## src/rtl/instruction_fetch_pkg.sv

```systemverilog
// Shared definitions for the instruction fetch unit: FSM states,
// two-word instruction encodings and the default reset address.
package instruction_fetch_pkg;

  // Fetch FSM states
  typedef enum logic [1:0] {
    FETCH_OP  = 2'd0,
    FETCH_IMM = 2'd1,
    PRESENT   = 2'd2
  } fetch_state_t;

  // Low ten bits of an opcode that takes its source from the following word
  localparam logic [9:0]  IMM_SRC_CODE = 10'h3a0;

  // Opcode nibbles whose instructions carry a target/address word
  localparam logic [3:0]  OPC_BRANCH = 4'he;
  localparam logic [3:0]  OPC_FETCH  = 4'hd;

  // Address of the first instruction after reset unless overridden
  localparam logic [15:0] RESET_PC_DEFAULT = 16'h0000;

endpackage

```

## src/rtl/instruction_fetch_imm_detect.sv

```systemverilog
// Classifies an opcode word as one-word or two-word (opcode + immediate).
module imm_detect
  import instruction_fetch_pkg::*;
(
  input  logic [15:0] instr_word,
  output logic        two_word
);

  // Any of the three encodings makes the instruction consume a second word
  always_comb begin
    two_word = 1'b0;
    if ((instr_word[9:0] == IMM_SRC_CODE) ||
        (instr_word[15:12] == OPC_BRANCH) ||
        (instr_word[15:12] == OPC_FETCH)) begin
      two_word = 1'b1;
    end
  end

endmodule

```

## src/rtl/instruction_fetch.sv

```systemverilog
// Instruction fetch unit: reads one or two words from a combinational
// program ROM, presents a complete instruction to the decoder with a
// valid/ready handshake, and restarts at a new address on redirect.
module instruction_fetch
  import instruction_fetch_pkg::*;
#(
  parameter logic [15:0] RESET_PC = RESET_PC_DEFAULT
) (
  input  logic        clk,
  input  logic        reset,
  output logic [15:0] rom_addr,
  input  logic [15:0] rom_data,
  output logic [15:0] ir,
  output logic [15:0] imm,
  output logic        has_imm,
  output logic [15:0] ir_pc,
  output logic        valid,
  input  logic        ready,
  input  logic        redirect,
  input  logic [15:0] redirect_addr
);

  fetch_state_t state_reg, state_next;
  logic [15:0]  pc_reg, pc_next;
  logic [15:0]  ir_reg, ir_next;
  logic [15:0]  imm_reg, imm_next;
  logic         has_imm_reg, has_imm_next;
  logic [15:0]  ir_pc_reg, ir_pc_next;
  logic         two_word;

  imm_detect u_imm_detect (
    .instr_word (rom_data),
    .two_word   (two_word)
  );

  // State and datapath registers; reset wins over redirect and ready
  always_ff @(posedge clk) begin
    if (reset) begin
      state_reg   <= FETCH_OP;
      pc_reg      <= RESET_PC;
      ir_reg      <= 16'h0000;
      imm_reg     <= 16'h0000;
      has_imm_reg <= 1'b0;
      ir_pc_reg   <= 16'h0000;
    end else begin
      state_reg   <= state_next;
      pc_reg      <= pc_next;
      ir_reg      <= ir_next;
      imm_reg     <= imm_next;
      has_imm_reg <= has_imm_next;
      ir_pc_reg   <= ir_pc_next;
    end
  end

  // Next-state and datapath updates; redirect pre-empts every advance
  always_comb begin
    state_next   = state_reg;
    pc_next      = pc_reg;
    ir_next      = ir_reg;
    imm_next     = imm_reg;
    has_imm_next = has_imm_reg;
    ir_pc_next   = ir_pc_reg;
    if (redirect) begin
      // A transfer happening this cycle is already complete on the
      // decoder side; anything partially fetched is simply abandoned.
      pc_next    = redirect_addr;
      state_next = FETCH_OP;
    end else begin
      case (state_reg)
        FETCH_OP: begin
          ir_next    = rom_data;
          ir_pc_next = pc_reg;
          pc_next    = pc_reg + 16'd1;
          if (two_word) begin
            state_next = FETCH_IMM;
          end else begin
            imm_next     = 16'h0000;
            has_imm_next = 1'b0;
            state_next   = PRESENT;
          end
        end
        FETCH_IMM: begin
          imm_next     = rom_data;
          has_imm_next = 1'b1;
          pc_next      = pc_reg + 16'd1;
          state_next   = PRESENT;
        end
        PRESENT: begin
          if (ready) begin
            state_next = FETCH_OP;
          end
        end
        default: begin
          state_next = FETCH_OP;
        end
      endcase
    end
  end

  assign rom_addr = pc_reg;
  assign ir       = ir_reg;
  assign imm      = imm_reg;
  assign has_imm  = has_imm_reg;
  assign ir_pc    = ir_pc_reg;
  assign valid    = (state_reg == PRESENT);

endmodule
```

## config.mk

```make
export PLATFORM = sky130hd
export DESIGN_NAME = instruction_fetch
export DESIGN_NICKNAME = d
export VERILOG_FILES = /design/src/rtl/instruction_fetch_pkg.sv /design/src/rtl/instruction_fetch_imm_detect.sv /design/src/rtl/instruction_fetch.sv
export SDC_FILE = /design/constraint.sdc
export NUM_CORES = 1
export LEC_CHECK = 0
export BUFFER_PORTS_ARGS = -buffer_cell sky130_fd_sc_hd__buf_2
export CAP_MARGIN = 20
export CORE_UTILIZATION = 53
export CTS_BUF_LIST = sky130_fd_sc_hd__clkbuf_16
export DETAILED_ROUTE_END_ITERATION = 10
export PLACE_DENSITY = 0.85
export SLEW_MARGIN = 40
export SYNTH_ARGS = -nofsm -noshare
export SYNTH_HDL_FRONTEND = slang
export SYNTH_SLANG_ARGS = --single-unit
```

## constraint.sdc

```tcl
create_clock -name clk -period 4.2 [get_ports clk]
set_input_delay 0.63 -clock clk [delete_from_list [all_inputs] [get_ports clk]]
set_output_delay 0.63 -clock clk [all_outputs]
set_load 0.03 [all_outputs]
```

======== Word level (Yosys, flattened, before mapping) ========
Index checks and enable logic that the tools add are counted.
word-level totals
  register bits after elaboration ......... 67
  output and inout bits ................... 66
  word-level logic and storage cells ...... 34
  input port bits ......................... 36
cells by class
  bitwise gates (word level) .............. 1
  add/sub/neg operators ................... 1
  mux-type cells .......................... 10
  reduce and logical (&&, ||, !) cells .... 9
  equal/unequal tests ..................... 7
operators with widths
  operator                                        count
  two-way mux 16 bit                              3
  one-hot mux 16 bit (2 select lines)             1
  adder 16 x 1 -> 16 bit (second input constant)  1
  == test 10 bit (second input constant)          1
  == test 4 bit (second input constant)           2
  one-hot mux 2 bit (3 select lines)              1
  two-way mux 2 bit                               2
  nonzero test 2 bit                              2
  OR reduction 2 bit                              2
  AND reduction 3 bit                             1
  == test 2 x 1 -> 1 bit (second input constant)  1
  == test 2 bit (second input constant)           1
  logical NOT 2 bit                               1
  logical OR 1 bit                                2
  two-way mux 1 bit                               2
  != test 2 x 1 -> 1 bit (second input constant)  1
  != test 2 bit (second input constant)           1
  one-hot mux 1 bit (2 select lines)              1
  AND reduction 2 bit                             1
  NOT 1 bit                                       1

======== Depth between registers and ports, before layout ========
  depth after elaboration ................. 6
  depth in mapped cells ................... 5
  mapped depth without buffers ............ 5

======== Cells and area by module ========
Synthesis repeated with hierarchy kept, for this count alone.
second synthesis, totals
  cells, all modules ...................... 327
  area total of the unflattened synthesis .. 2727.6 µm²
modules (own cells, without submodules)
  module             cells each  seq. area each (µm²)  area each (µm²)  instances
  instruction_fetch  322         1341.3                2673.8           1
  imm_detect         5           0.0                   53.8             1

======== Worst setup path after synthesis ========
OpenSTA, ideal clock, no wires.
  path kind ............................... register to register
  start ................................... register pc_reg[0], in the netlist rom_addr[0]
  end ..................................... register pc_reg[8], in the netlist rom_addr[8]
  period minus slack after synthesis ...... 1.690 ns
  buffers on the path ..................... 0
  data arrival time ....................... 1.599 ns
  stages on the path, launching flop included .. 5
  setup slack ............................. 2.510 ns
  data required time ...................... 4.109 ns
  cells stage by stage .................... dfxtp_1 ha_1 nand4b_4 or3_1 a311oi_1
between the ends
  cells in the longest elaborated chain, start to end .. 3
RTL lines
  what                    RTL line                                          source
  start, declared         instruction_fetch.sv:24                           logic [15:0] pc_reg, pc_next;
  start signal, assigned  instruction_fetch.sv:47                           pc_reg <= pc_next;
  adder 16 x 1 -> 16 bit  instruction_fetch.sv:73, instruction_fetch.sv:85
  two-way mux 16 bit      n/a
  two-way mux 16 bit      instruction_fetch.sv:63                           if (redirect) begin
No other way between the ends. The select of a mux whose other input is x is not followed.
A chain may end at the register's enable or synchronous reset.

======== Final worst setup path ========
  start ................................... register state_reg[1]
  end ..................................... output port valid
between the ends
  cells in the longest elaborated chain, start to end .. 1
RTL lines
  what                    RTL line                  source
  start, declared         instruction_fetch.sv:23   fetch_state_t state_reg, state_next;
  start signal, assigned  instruction_fetch.sv:46   state_reg <= state_next;
  == test 2 bit           instruction_fetch.sv:105  assign valid = (state_reg == PRESENT);
  end, declared           instruction_fetch.sv:17   output logic valid,
No other way between the ends.

==> impl_metrics.sql <==
INSERT INTO impl_metrics (metric_group, metric, value, unit) VALUES
('run_status', 'run_status', 'completed', ''),
('cells_and_area', 'syn_to_final_growth', '30.6', '%'),
('sta', 'fin_worst_skew', '0.00523', 'ns'),
('floorplanning', 'die_width', '74.3', 'um'),
('run', 'max_cap_violations', '0', ''),
('cells_and_area', 'num-fill-cells', '382', ''),
('power', 'sequentialPowerShare', '0.428', ''),
('worst_setup_path', 'worst_setup_path_endpoint', 'valid', ''),
('grt', 'gr-total-overflow', '0', ''),
('clocking', 'cts.sinks', '67', ''),
('worst_setup_path', 'worst_r2r_endpoint', 'ir_pc[10]', ''),
('sta', 'slew_violations', '0', ''),
('yosys', 'synth.most_common_cell', 'nand2_1', ''),
('yosys', 'ys_types', '50', ''),
('floorplanning', 'start_util', '0.567', ''),
('route', 'via_count', '2584', ''),
('sta', 'max_freq', '470', 'MHz'),
('yosys', 'netlist.top_cell.by_area', 'dfxtp_1', ''),
('cells_and_area', 'drive_gt1_frac', '0.335', ''),
('worst_setup_path', 'path_cells', 'inv_1, nor2_1, buf_2', ''),
('worst_setup_path', 'cp.buffers_inverters', '2', ''),
('floorplanning', 'core-area', '4880', 'um^2'),
('clocking', 'post_cts.resized_instances', '0', ''),
('clocking', 'cts_inserted_buffers', '9', ''),
('worst_setup_path', 'crit_required', '3.57', 'ns'),
('placed_design', 'dpl_cell_area', '3310', 'um^2'),
('clocking', 'cts.reportedPaths.clkPinSlew', '0.06', 'ns'),
('worst_setup_path', 'worstSetupStartpoint', 'state_reg[1]', ''),
('yosys', 'synth_async_sr_flop_share', '0', ''),
('clocking', 'clkLatencyLatePin', '0.33', 'ns'),
('grt', 'grt_start_max_net_pins', '53', ''),
('sta', 'fin_crit_sh', '0.507', ''),
('sta', 'max-slew-margin-rel', '0.588', ''),
('sta', 'max_slew.worst_pin.slew', '0.617', 'ns'),
('clocking', 'cts_hold_buf', '0', ''),
('placed_design', 'dp.final_hpwl', '4.63', 'mm'),
('power', 'power_frac_comb', '0.123', ''),
('floorplanning', 'die_height', '74.3', 'um'),
('route', 'detailedRoute.firstIterationViolations', '131', ''),
('yosys', 'synth-edff-count', '0', ''),
('yosys', 'netlist_instances', '305', ''),
('worst_setup_path', 'worstSetupStartpointType', 'register', ''),
('clocking', 'clock_tree_from_tritoncts', 'done', ''),
('grt', 'grt_pass1_vias', '2416', ''),
('placed_design', 'finalWeightedCongestion', '0.787', ''),
('power', 'intPower', '1.19', 'mW'),
('power', 'power_switching_share', '0.271', ''),
('worst_setup_path', 'end_kind', 'output pin', ''),
('route', 'finalWirelength', '6.94', 'mm'),
('yosys', 'seq_area_frac_synth', '0.485', ''),
('grt', 'antenna_found_initial', '0', ''),
('power', 'netSwitchingPower', '0.441', 'mW'),
('power', 'ir_worst_vdd', '0.000281', 'V'),
('sta', 'period_minus_slack', '2.13', 'ns'),
('clocking', 'postcts_setup_bufs', '0', ''),
('worst_setup_path', 'critical-path-slowest-cell', 'dfxtp_1', ''),
('yosys', 'postSynthRegisterBits', '67', ''),
('route', 'avgViaCountPerCell', '5.46', ''),
('clocking', 'cts_max_level', '3', ''),
('route', 'drc_errors', '0', ''),
('cells_and_area', 'antenna_cells', '0', ''),
('worst_setup_path', 'r2r.worst_path.cells', '3', ''),
('worst_setup_path', 'crit_family', 'flip-flops', ''),
('yosys', 'synth_warnings', '0', ''),
('clocking', 'cts_buffer_depth', '2', ''),
('floorplanning', 'top_level_ports', '102', ''),
('sta', 'setup-violations-final', '0', ''),
('grt', 'track_usage', '0.260', ''),
('worst_setup_path', 'r2r_slack', '2.40', 'ns'),
('route', 'detailedRoute.firstPassIterationCount', '4', ''),
('grt', 'first_pass_grt_wire_length', '10.8', 'mm');
[cell type report]
| type | instances | share of cell area |
|---|---|---|
| flip-flops and latches | 67 | 0.371 |
| multi-input cells | 213 | 0.368 |
| repair buffers | 105 | 0.151 |
| clock buffers | 9 | 0.0623 |
| well taps | 67 | 0.0232 |
| clock inverters | 7 | 0.0190 |
| inverters | 5 | 0.00519 |
[per-layer routing]
metal / global-route usage / vias up / part of all wire
met5: 0 / - / 0
met4: 0.138 / 0 / 0.020
met3: 0.0556 / 15 / 0.060
met2: 0.432 / 93 / 0.49
met1: 0.315 / 1210 / 0.43
li1: - / 1266 / -
[how the worst min path moves through the flow]
| stage | start | to | slack [ns] | depth (start not counted) |
|---|---|---|---|---|
| after CTS | ir[0] | ir[0] | 0.45 | 2 |
| after global routing | ir_pc[3] | ir_pc[3] | 0.47 | 2 |
| after floorplan | ir[0] | ir[0] | 0.58 | 2 |
| final | ir_pc[7] | ir_pc[7] | 0.45 | 2 |
| after global placement | has_imm | has_imm | 0.43 | 1 |
| after detailed placement | ir[0] | ir[0] | 0.44 | 2 |
[per-stage QoR]
stage          instances  hold WS [ns]  setup WS [ns]  power (mW)   util
3_5_place_dp         456         0.443           1.87       0.907  0.679
5_1_grt              473         0.466           1.94        1.68  0.741
6_report             473         0.450           2.07        1.63  0.741
4_1_cts              472         0.451           2.06        1.64  0.739
3_3_place_gp         454         0.433           1.93       0.898  0.673
2_1_floorplan        305         0.581           2.51       0.838      -
[placed cells by master, fill, tap and decap left out, types with 2 or more instances in the layout]
master     count
xnor2_1        7
clkinv_4       2
nor3_1         4
o31a_1         2
nor4_4         2
dfxtp_1       67
xor2_1         3
nand4_4        2
nor2_1        12
a21oi_1       41
o21ai_0        3
nor4_1         3
buf_2        101
buf_4          2
clkinv_2       2
clkbuf_16      9
inv_1          5
nand2_1       77
nand4_1        2
nor2b_1        2
nand3_1        4
a22o_1        16
a211oi_1       3
[cells by family after synthesis]
| kind of cell | count (synthesis) | share of synthesized area |
|---|---|---|
| compound gates | 76 | 0.186 |
| mux | 1 | 0.00362 |
| buf+inv | 25 | 0.0380 |
| fa+ha+maj | 1 | 0.00452 |
| xor+xnor | 10 | 0.0316 |
| flops | 67 | 0.485 |
| simple gates | 125 | 0.251 |
[power by group through the flow]
stage                     Combinational (mW)  Sequential, mW  Clock (mW)
final                                  0.200           0.696       0.732
after detailed placement               0.198           0.709           0
after floorplan                       0.0827           0.756           0
after global routing                   0.214           0.700       0.768
after global placement                 0.191           0.708           0
after CTS                              0.200           0.696       0.742
[worst register-to-register path, stage by stage, from the launching register on]
cell,delay (ns)
dfxtp_1,0.48
or3_2,0.85
nand2_1,0.22
a21oi_1,0.10
No activity file was read; power rests on OpenSTA's default activity.
